<file path="config.mk">
export PLATFORM = sky130hd
export DESIGN_NAME = befehlsabruf
export DESIGN_NICKNAME = d
export VERILOG_FILES = /design/src/rtl/befehlsabruf.sv
export SDC_FILE = /design/constraint.sdc
export NUM_CORES = 1
export LEC_CHECK = 0
export CAP_MARGIN = 10
export CORE_ASPECT_RATIO = 2
export CORE_MARGIN = 3
export CORE_UTILIZATION = 40
export DETAILED_ROUTE_END_ITERATION = 12
export GPL_ROUTABILITY_DRIVEN = 1
export GPL_TIMING_DRIVEN = 0
export HOLD_SLACK_MARGIN = 0.12
export PLACE_DENSITY = 0.8
export SKIP_LAST_GASP = 1
export SYNTH_ARGS = -nofsm -noshare
export SYNTH_HDL_FRONTEND = slang
export SYNTH_SLANG_ARGS = --single-unit
</file>
<file path="constraint.sdc">
create_clock -name Clock -period 3.3 [get_ports Clock]
set_input_delay 0.66 -clock Clock [delete_from_list [all_inputs] [get_ports Clock]]
set_output_delay 0.66 -clock Clock [all_outputs]
set_load 0.01 [all_outputs]
</file>
<file path="src/rtl/befehlsabruf.sv">
// Instruction fetch stage of the Hans core: owns the PC, fetches words over a request/ready
// handshake and presents them to the decoder. Optional prefetch buffer: BEFEHLSABRUF_VORHOLEN_EN.
module befehlsabruf #(
  parameter logic [31:0] StartAdresse = 32'h0000_0000
) (
  input  logic        Clock,
  input  logic        Reset,
  output logic [31:0] SpeicherAdresse,
  output logic        SpeicherLesen,
  input  logic [31:0] SpeicherDaten,
  input  logic        SpeicherBereit,
  output logic [31:0] Instruktion,
  output logic        DekodierSignal,
  input  logic        Weiter,
  input  logic        SprungAktiv,
  input  logic        RelativerSprung,
  input  logic        AbsoluterSprung,
  input  logic [25:0] SprungOffset,
  input  logic [31:0] RegisterWert,
  output logic [31:0] BefehlsZaehler,
  output logic [31:0] RueckkehrAdresse
);

  localparam int unsigned AdrBreite = 32;
  localparam int unsigned OffBreite = 26;

  typedef enum logic [1:0] {
    HOLEN     = 2'd0,
    AUSGABE   = 2'd1,
    WARTEN    = 2'd2,
    VERWERFEN = 2'd3
  } zustand_e;

  zustand_e zustand_q, zustand_d;

  logic [AdrBreite-1:0] pc_q, pc_d;
  logic [AdrBreite-1:0] instr_q, instr_d;
  logic [AdrBreite-1:0] bz_q, bz_d;
  logic [AdrBreite-1:0] pc_plus1;
  logic [AdrBreite-1:0] sprung_ziel;
  logic [AdrBreite-1:0] offset_sext;
  logic                 sprung_gueltig;
  logic                 lesen_c;

`ifdef BEFEHLSABRUF_VORHOLEN_EN
  logic [AdrBreite-1:0] puffer_daten_q, puffer_daten_d;
  logic                 puffer_gueltig_q, puffer_gueltig_d;
  logic [AdrBreite-1:0] ziel_q, ziel_d;
`endif

  assign pc_plus1    = pc_q + AdrBreite'(1);
  assign offset_sext = {{(AdrBreite-OffBreite){SprungOffset[OffBreite-1]}}, SprungOffset};
  // A jump needs exactly one qualifier; anything else behaves like Weiter.
  assign sprung_gueltig = SprungAktiv && (RelativerSprung ^ AbsoluterSprung);
  assign sprung_ziel    = RelativerSprung ? (bz_q + offset_sext) : RegisterWert;

  // State register
  always_ff @(posedge Clock) begin
    if (Reset) begin
      zustand_q <= HOLEN;
    end else begin
      zustand_q <= zustand_d;
    end
  end

  // Next-state and datapath update
  always_comb begin
    zustand_d = zustand_q;
    pc_d      = pc_q;
    instr_d   = instr_q;
    bz_d      = bz_q;
`ifdef BEFEHLSABRUF_VORHOLEN_EN
    puffer_daten_d   = puffer_daten_q;
    puffer_gueltig_d = puffer_gueltig_q;
    ziel_d           = ziel_q;
`endif
    case (zustand_q)
      HOLEN: begin
        if (SpeicherBereit) begin
          instr_d   = SpeicherDaten;
          zustand_d = AUSGABE;
        end
      end
      AUSGABE: begin
        bz_d      = pc_q;
        zustand_d = WARTEN;
      end
      WARTEN: begin
`ifdef BEFEHLSABRUF_VORHOLEN_EN
        // Speculative read of pc+1 is active whenever the buffer is empty.
        if (sprung_gueltig) begin
          puffer_gueltig_d = 1'b0;
          if (!puffer_gueltig_q && !SpeicherBereit) begin
            ziel_d    = sprung_ziel;
            zustand_d = VERWERFEN;
          end else begin
            pc_d      = sprung_ziel;
            zustand_d = HOLEN;
          end
        end else if (Weiter || SprungAktiv) begin
          pc_d = pc_plus1;
          if (puffer_gueltig_q) begin
            instr_d          = puffer_daten_q;
            puffer_gueltig_d = 1'b0;
            zustand_d        = AUSGABE;
          end else if (SpeicherBereit) begin
            instr_d   = SpeicherDaten;
            zustand_d = AUSGABE;
          end else begin
            zustand_d = HOLEN;
          end
        end else if (!puffer_gueltig_q && SpeicherBereit) begin
          puffer_daten_d   = SpeicherDaten;
          puffer_gueltig_d = 1'b1;
        end
`else
        if (sprung_gueltig) begin
          pc_d      = sprung_ziel;
          zustand_d = HOLEN;
        end else if (Weiter || SprungAktiv) begin
          pc_d      = pc_plus1;
          zustand_d = HOLEN;
        end
`endif
      end
`ifdef BEFEHLSABRUF_VORHOLEN_EN
      VERWERFEN: begin
        if (SpeicherBereit) begin
          pc_d      = ziel_q;
          zustand_d = HOLEN;
        end
      end
`endif
      default: begin
        zustand_d = HOLEN;
      end
    endcase
  end

  // Memory request and decoder strobe
  always_comb begin
    lesen_c         = 1'b0;
    SpeicherAdresse = pc_q;
    DekodierSignal  = 1'b0;
    case (zustand_q)
      HOLEN: begin
        lesen_c = 1'b1;
      end
      AUSGABE: begin
        DekodierSignal = 1'b1;
      end
`ifdef BEFEHLSABRUF_VORHOLEN_EN
      WARTEN: begin
        lesen_c         = !puffer_gueltig_q;
        SpeicherAdresse = pc_plus1;
      end
      VERWERFEN: begin
        lesen_c         = 1'b1;
        SpeicherAdresse = pc_plus1;
      end
`endif
      default: begin
      end
    endcase
    SpeicherLesen = lesen_c && !Reset;
  end

  // Datapath registers
  always_ff @(posedge Clock) begin
    if (Reset) begin
      pc_q    <= StartAdresse;
      instr_q <= '0;
      bz_q    <= StartAdresse;
    end else begin
      pc_q    <= pc_d;
      instr_q <= instr_d;
      bz_q    <= bz_d;
    end
  end

`ifdef BEFEHLSABRUF_VORHOLEN_EN
  always_ff @(posedge Clock) begin
    if (Reset) begin
      puffer_daten_q   <= '0;
      puffer_gueltig_q <= 1'b0;
      ziel_q           <= '0;
    end else begin
      puffer_daten_q   <= puffer_daten_d;
      puffer_gueltig_q <= puffer_gueltig_d;
      ziel_q           <= ziel_d;
    end
  end
`endif

  assign Instruktion      = instr_q;
  assign BefehlsZaehler   = bz_q;
  assign RueckkehrAdresse = bz_q + AdrBreite'(1);

endmodule

</file>
---- After elaboration in Yosys (flattened, before gate mapping) ----
Cells that the tools add are included.
word-level totals
  register bits ........................... 98
  bits of input ports ..................... 97
cells by class
  add/sub/neg operators ................... 3
  equality and inequality tests ........... 4
  mux-type cells .......................... 9
  bitwise logic cells ..................... 1
  reduce and logical (&&, ||, !) cells .... 9
operator list
  operator                                              number
  two-way mux 32 bit                                    3
  adder 32 x 1 -> 32 bit (second input constant)        2
  adder 32 bit                                          1
  two-way mux 2 bit                                     3
  one-hot mux 2 bit (3 select lines)                    1
  AND reduction 2 bit                                   3
  inequality test 3 bit (second input constant)         1
  equality test 2 x 1 -> 1 bit (second input constant)  1
  equality test 2 bit (second input constant)           1
  logical AND 1 bit                                     2
  zero test 2 bit                                       1
  two-way mux 1 bit                                     2
  inequality test 2 bit (second input constant)         1
  nonzero test 2 bit                                    1
  zero test 1 bit                                       1
  logical OR 1 bit                                      1
  XOR 1 bit                                             1

---- Logic depth before layout (Yosys ltp) ----
  word-level depth ........................ 4
  mapped depth ............................ 12
  depth with buffers taken out ............ 12

---- Worst setup path before layout ----
OpenSTA, ideal clock, no wires.
  path kind ............................... input to register
  from .................................... input SprungOffset[0]
  to ...................................... register pc_q[22], in the netlist SpeicherAdresse[22]
  library setup time ...................... 0.091 ns
  arrival time ............................ 3.307 ns
  required time ........................... 3.209 ns
  setup slack ............................. -0.098 ns
  cell stages on the path ................. 12
  path through ............................ ha_1 fa_1 a211oi_2 or4_1 a211oi_1 or4_4 o21ai_2 nand2_4 a41oi_4 xnor2_1 a311oi_1 a311oi_1
between the ends
  longest elaborated chain between the ends .. 3
RTL lines
  what                  RTL line  RTL
  from (decl)           18        input logic [25:0] SprungOffset,
  adder 32 bit          55        assign sprung_ziel = RelativerSprung ? (bz_q + offset_sext) : RegisterWert;
  two-way mux 32 bit    55
  two-way mux 32 bit    117       if (sprung_gueltig) begin
  to (signal assigned)  171       pc_q <= StartAdresse;
  to (signal assigned)  175       pc_q <= pc_d;
  to (decl)             36        logic [AdrBreite-1:0] pc_q, pc_d;
No other way between the ends.
A chain may end at the register's enable or synchronous reset.

---- Worst setup path in the final report ----
  from .................................... register bz_q[5], in the netlist BefehlsZaehler[5]
  to ...................................... output RueckkehrAdresse[29]
between the ends
  longest elaborated chain between the ends .. 1
RTL lines
  what                    RTL line  RTL
  from (decl)             38        logic [AdrBreite-1:0] bz_q, bz_d;
  from (signal assigned)  173       bz_q <= StartAdresse;
  from (signal assigned)  177       bz_q <= bz_d;
  adder 32 x 1 -> 32 bit  197       assign RueckkehrAdresse = bz_q + AdrBreite'(1);
  to (decl)               21        output logic [31:0] RueckkehrAdresse
No other way between the ends.

==> reports/results.tsv <==
metric	value	unit
outcome	complete, no violations	
fill_cells	1483	
overflow	0	
grt_max_degree	18	
die_y	189	µm
syn_area	6660	µm²
grt_first_pass_wirelength	40300	µm
num_rows	66	
worstSetupPathType	flip-flop to output port	
register_area	1980	µm²
first_iter_violations	460	
dp_cells	1339	
dp_hpwl	20200	µm
ys_warn_count	0	
final_cells	1368	
grt_usage	0.274	
synth_nets	1041	
fp.coreArea	16300	µm²
numCtsBuffers	9	
p_per_area	294	nW/µm²
clock_path_buffers	2	
p_leak	3.74	nW
fin_setup_tns	0	ns
slew_headroom	0.420	
die_w	97.3	µm
viasPerCell	5.74	
min_period_over_period	0.996	
start_util	0.410	
synthFlopType	dfxtp_1	
drtPass1Iterations	5	
ys_seq_elements	98	
fin_nets	1289	
slew_viol_final	0	
drc_errors	0	
postRouteWirelength	26300	µm
skew	0.0105	ns
drive_gt1_frac	0.0825	
postLayoutCellArea	9870	µm²
maxCapViolations	0	
synth_edf_count	0	
antenna_found_initial	1	
cp_data_required_time	2.64	ns
syn_avg_cell_area	7.32	µm²
hold_class	flip-flop to flip-flop	
rsz0062_at_grt	yes	
post-synth-top-count-cell	nand2_1	
ys_async_sr_fraction	0	
grt_pass1_vias	7702	
critPathMaxFanout	6	
gp_congestion	0.985	
routedWlPerCell	19.2	µm
synth_area_leaders	dfxtp_1 29%, nand2_1 11%, a21oi_1 8.8%, ha_1 6.2%, xnor2_1 4.7%	
fin_crit	3.29	ns
area_growth	48.1	%
synth_cell_types	70	
synth_top_area_frac	0.294	
syn_inst	910	
worst_ep_arrival_time	2.63	ns
hold_viol	0	
synth_commonest_cells	203 x nand2_1, 117 x a21oi_1, 98 x dfxtp_1	
ctsRootBufferMaster	clkbuf_16	
critPathLaunchType	flip-flop	
routed-via-count	7846	
peakVddDrop	0.000354	V
ios	227	
cts_max_level	3	
port_buffers	225	
drtAntennaViolNets	0	
worst_slew_pin_slew	0.864	ns
setup_viol	0	
max_freq	304	MHz
ys_seq_area_frac	0.294	
yosys.area.top_type	dfxtp_1	
cts_tree	built	
multi_input_area	4710	µm²
clk_pin_slew	0.07	ns
final_util	0.607	
reg2reg_slack	0.09	ns
clkSinkCount	98	
placed_area	9180	µm²
die_area	18300	µm²
end_kind	output port	
clock_latency	0.36	ns
[area by class of cell]
| type | instances | share of cell area |
|---|---|---|
| plain buffers | 46 | 0.0179 |
| inverters | 11 | 0.00456 |
| flip-flops and latches | 98 | 0.201 |
| clock buffers | 10 | 0.0242 |
| well taps | 204 | 0.0259 |
| diodes | 1 | 0.000254 |
| repair buffers | 240 | 0.242 |
| multi-input cells | 752 | 0.478 |
| clock inverters | 6 | 0.00710 |
[cell families after synthesis]
logic type / share of synthesized area
AOI/OAI and AO/OA: 0.272
xor gates and xnor gates: 0.0670
adders and majority gates: 0.0650
buffers and inverters: 0.0340
DFF: 0.294
muxes: 0.0184
and+or+nand+nor: 0.250
[state kept, by name (all words and copies together) (netlist names)]
register	cells
BefehlsZaehler	32
Instruktion	32
SpeicherAdresse	32
zustand_q	2
[power by group]
group	internal (mW)	switching [mW]	leakage, nW
clock	0.618	0.502	0.154
sequential	1.21	0.0244	0.800
combinational	0.255	0.297	2.79
[path summary, 6_finish.rpt]
kind                     startpoint  depth (start not counted)                   end
setup / recovery  BefehlsZaehler[5]                          8  RueckkehrAdresse[29]
hold / removal      Instruktion[24]                          2       Instruktion[24]
setup reg to reg  BefehlsZaehler[0]                         13   SpeicherAdresse[22]
hold reg to reg     Instruktion[24]                          2       Instruktion[24]
[critical path: stages, from the launching register on]
cell,delay [ns]
dfxtp_4,0.39
and3_4,0.22
and3_4,0.22
nand3_2,0.12
nor2_4,0.14
and3_4,0.25
and3_1,0.21
xor2_1,0.16
clkdlybuf4s50_1,0.55
[metrics by stage]
stage | setup slack [ns] | hold WS [ns] | total power [mW]
final | 0.0148 | 0.454 | 2.91
after global routing | -0.106 | 0.478 | 3.01
after CTS | -0.0397 | 0.456 | 2.91
after detailed placement | -0.867 | 0.445 | 1.80
after global placement | -0.860 | 0.441 | 1.79
after floorplan | 0.00647 | 0.481 | 1.51
[cell usage in the layout (no fill, tap or decap), types with 6 or more instances in the layout]
cell / count
clkdlybuf4s50_1: 207
nand2_1: 202
a21oi_1: 114
dfxtp_1: 92
nor2_1: 56
o21ai_0: 51
clkbuf_1: 43
xnor2_1: 34
nand3_1: 24
ha_1: 23
a21o_1: 19
xor2_1: 15
buf_4: 15
nor3_1: 15
and3_1: 12
a22oi_1: 10
mux2i_1: 10
dlymetal6s2s_1: 10
a211oi_1: 9
inv_1: 9
clkbuf_16: 9
and2_1: 8
nor2b_1: 8
nand4_1: 8
a31oi_1: 7
dlygate4sd2_1: 7
o21ai_1: 6
ha_4: 6
[routing by layer]
layer	part of all wire	wire, µm	track usage
met4	0.047	1240	0.134
met2	0.55	14500	0.530
met3	0.064	1690	0.0422
met5	0	0	0
met1	0.34	8850	0.280
[repair_timing]
action	in CTS	in global routing
resized for setup	59	28
cloned	0	0
hold buffers	0	0
endpoints found under the setup margin	28	19
pin swaps	22	10
buffers inserted	11	4
(Power assumes the default switching activity.)
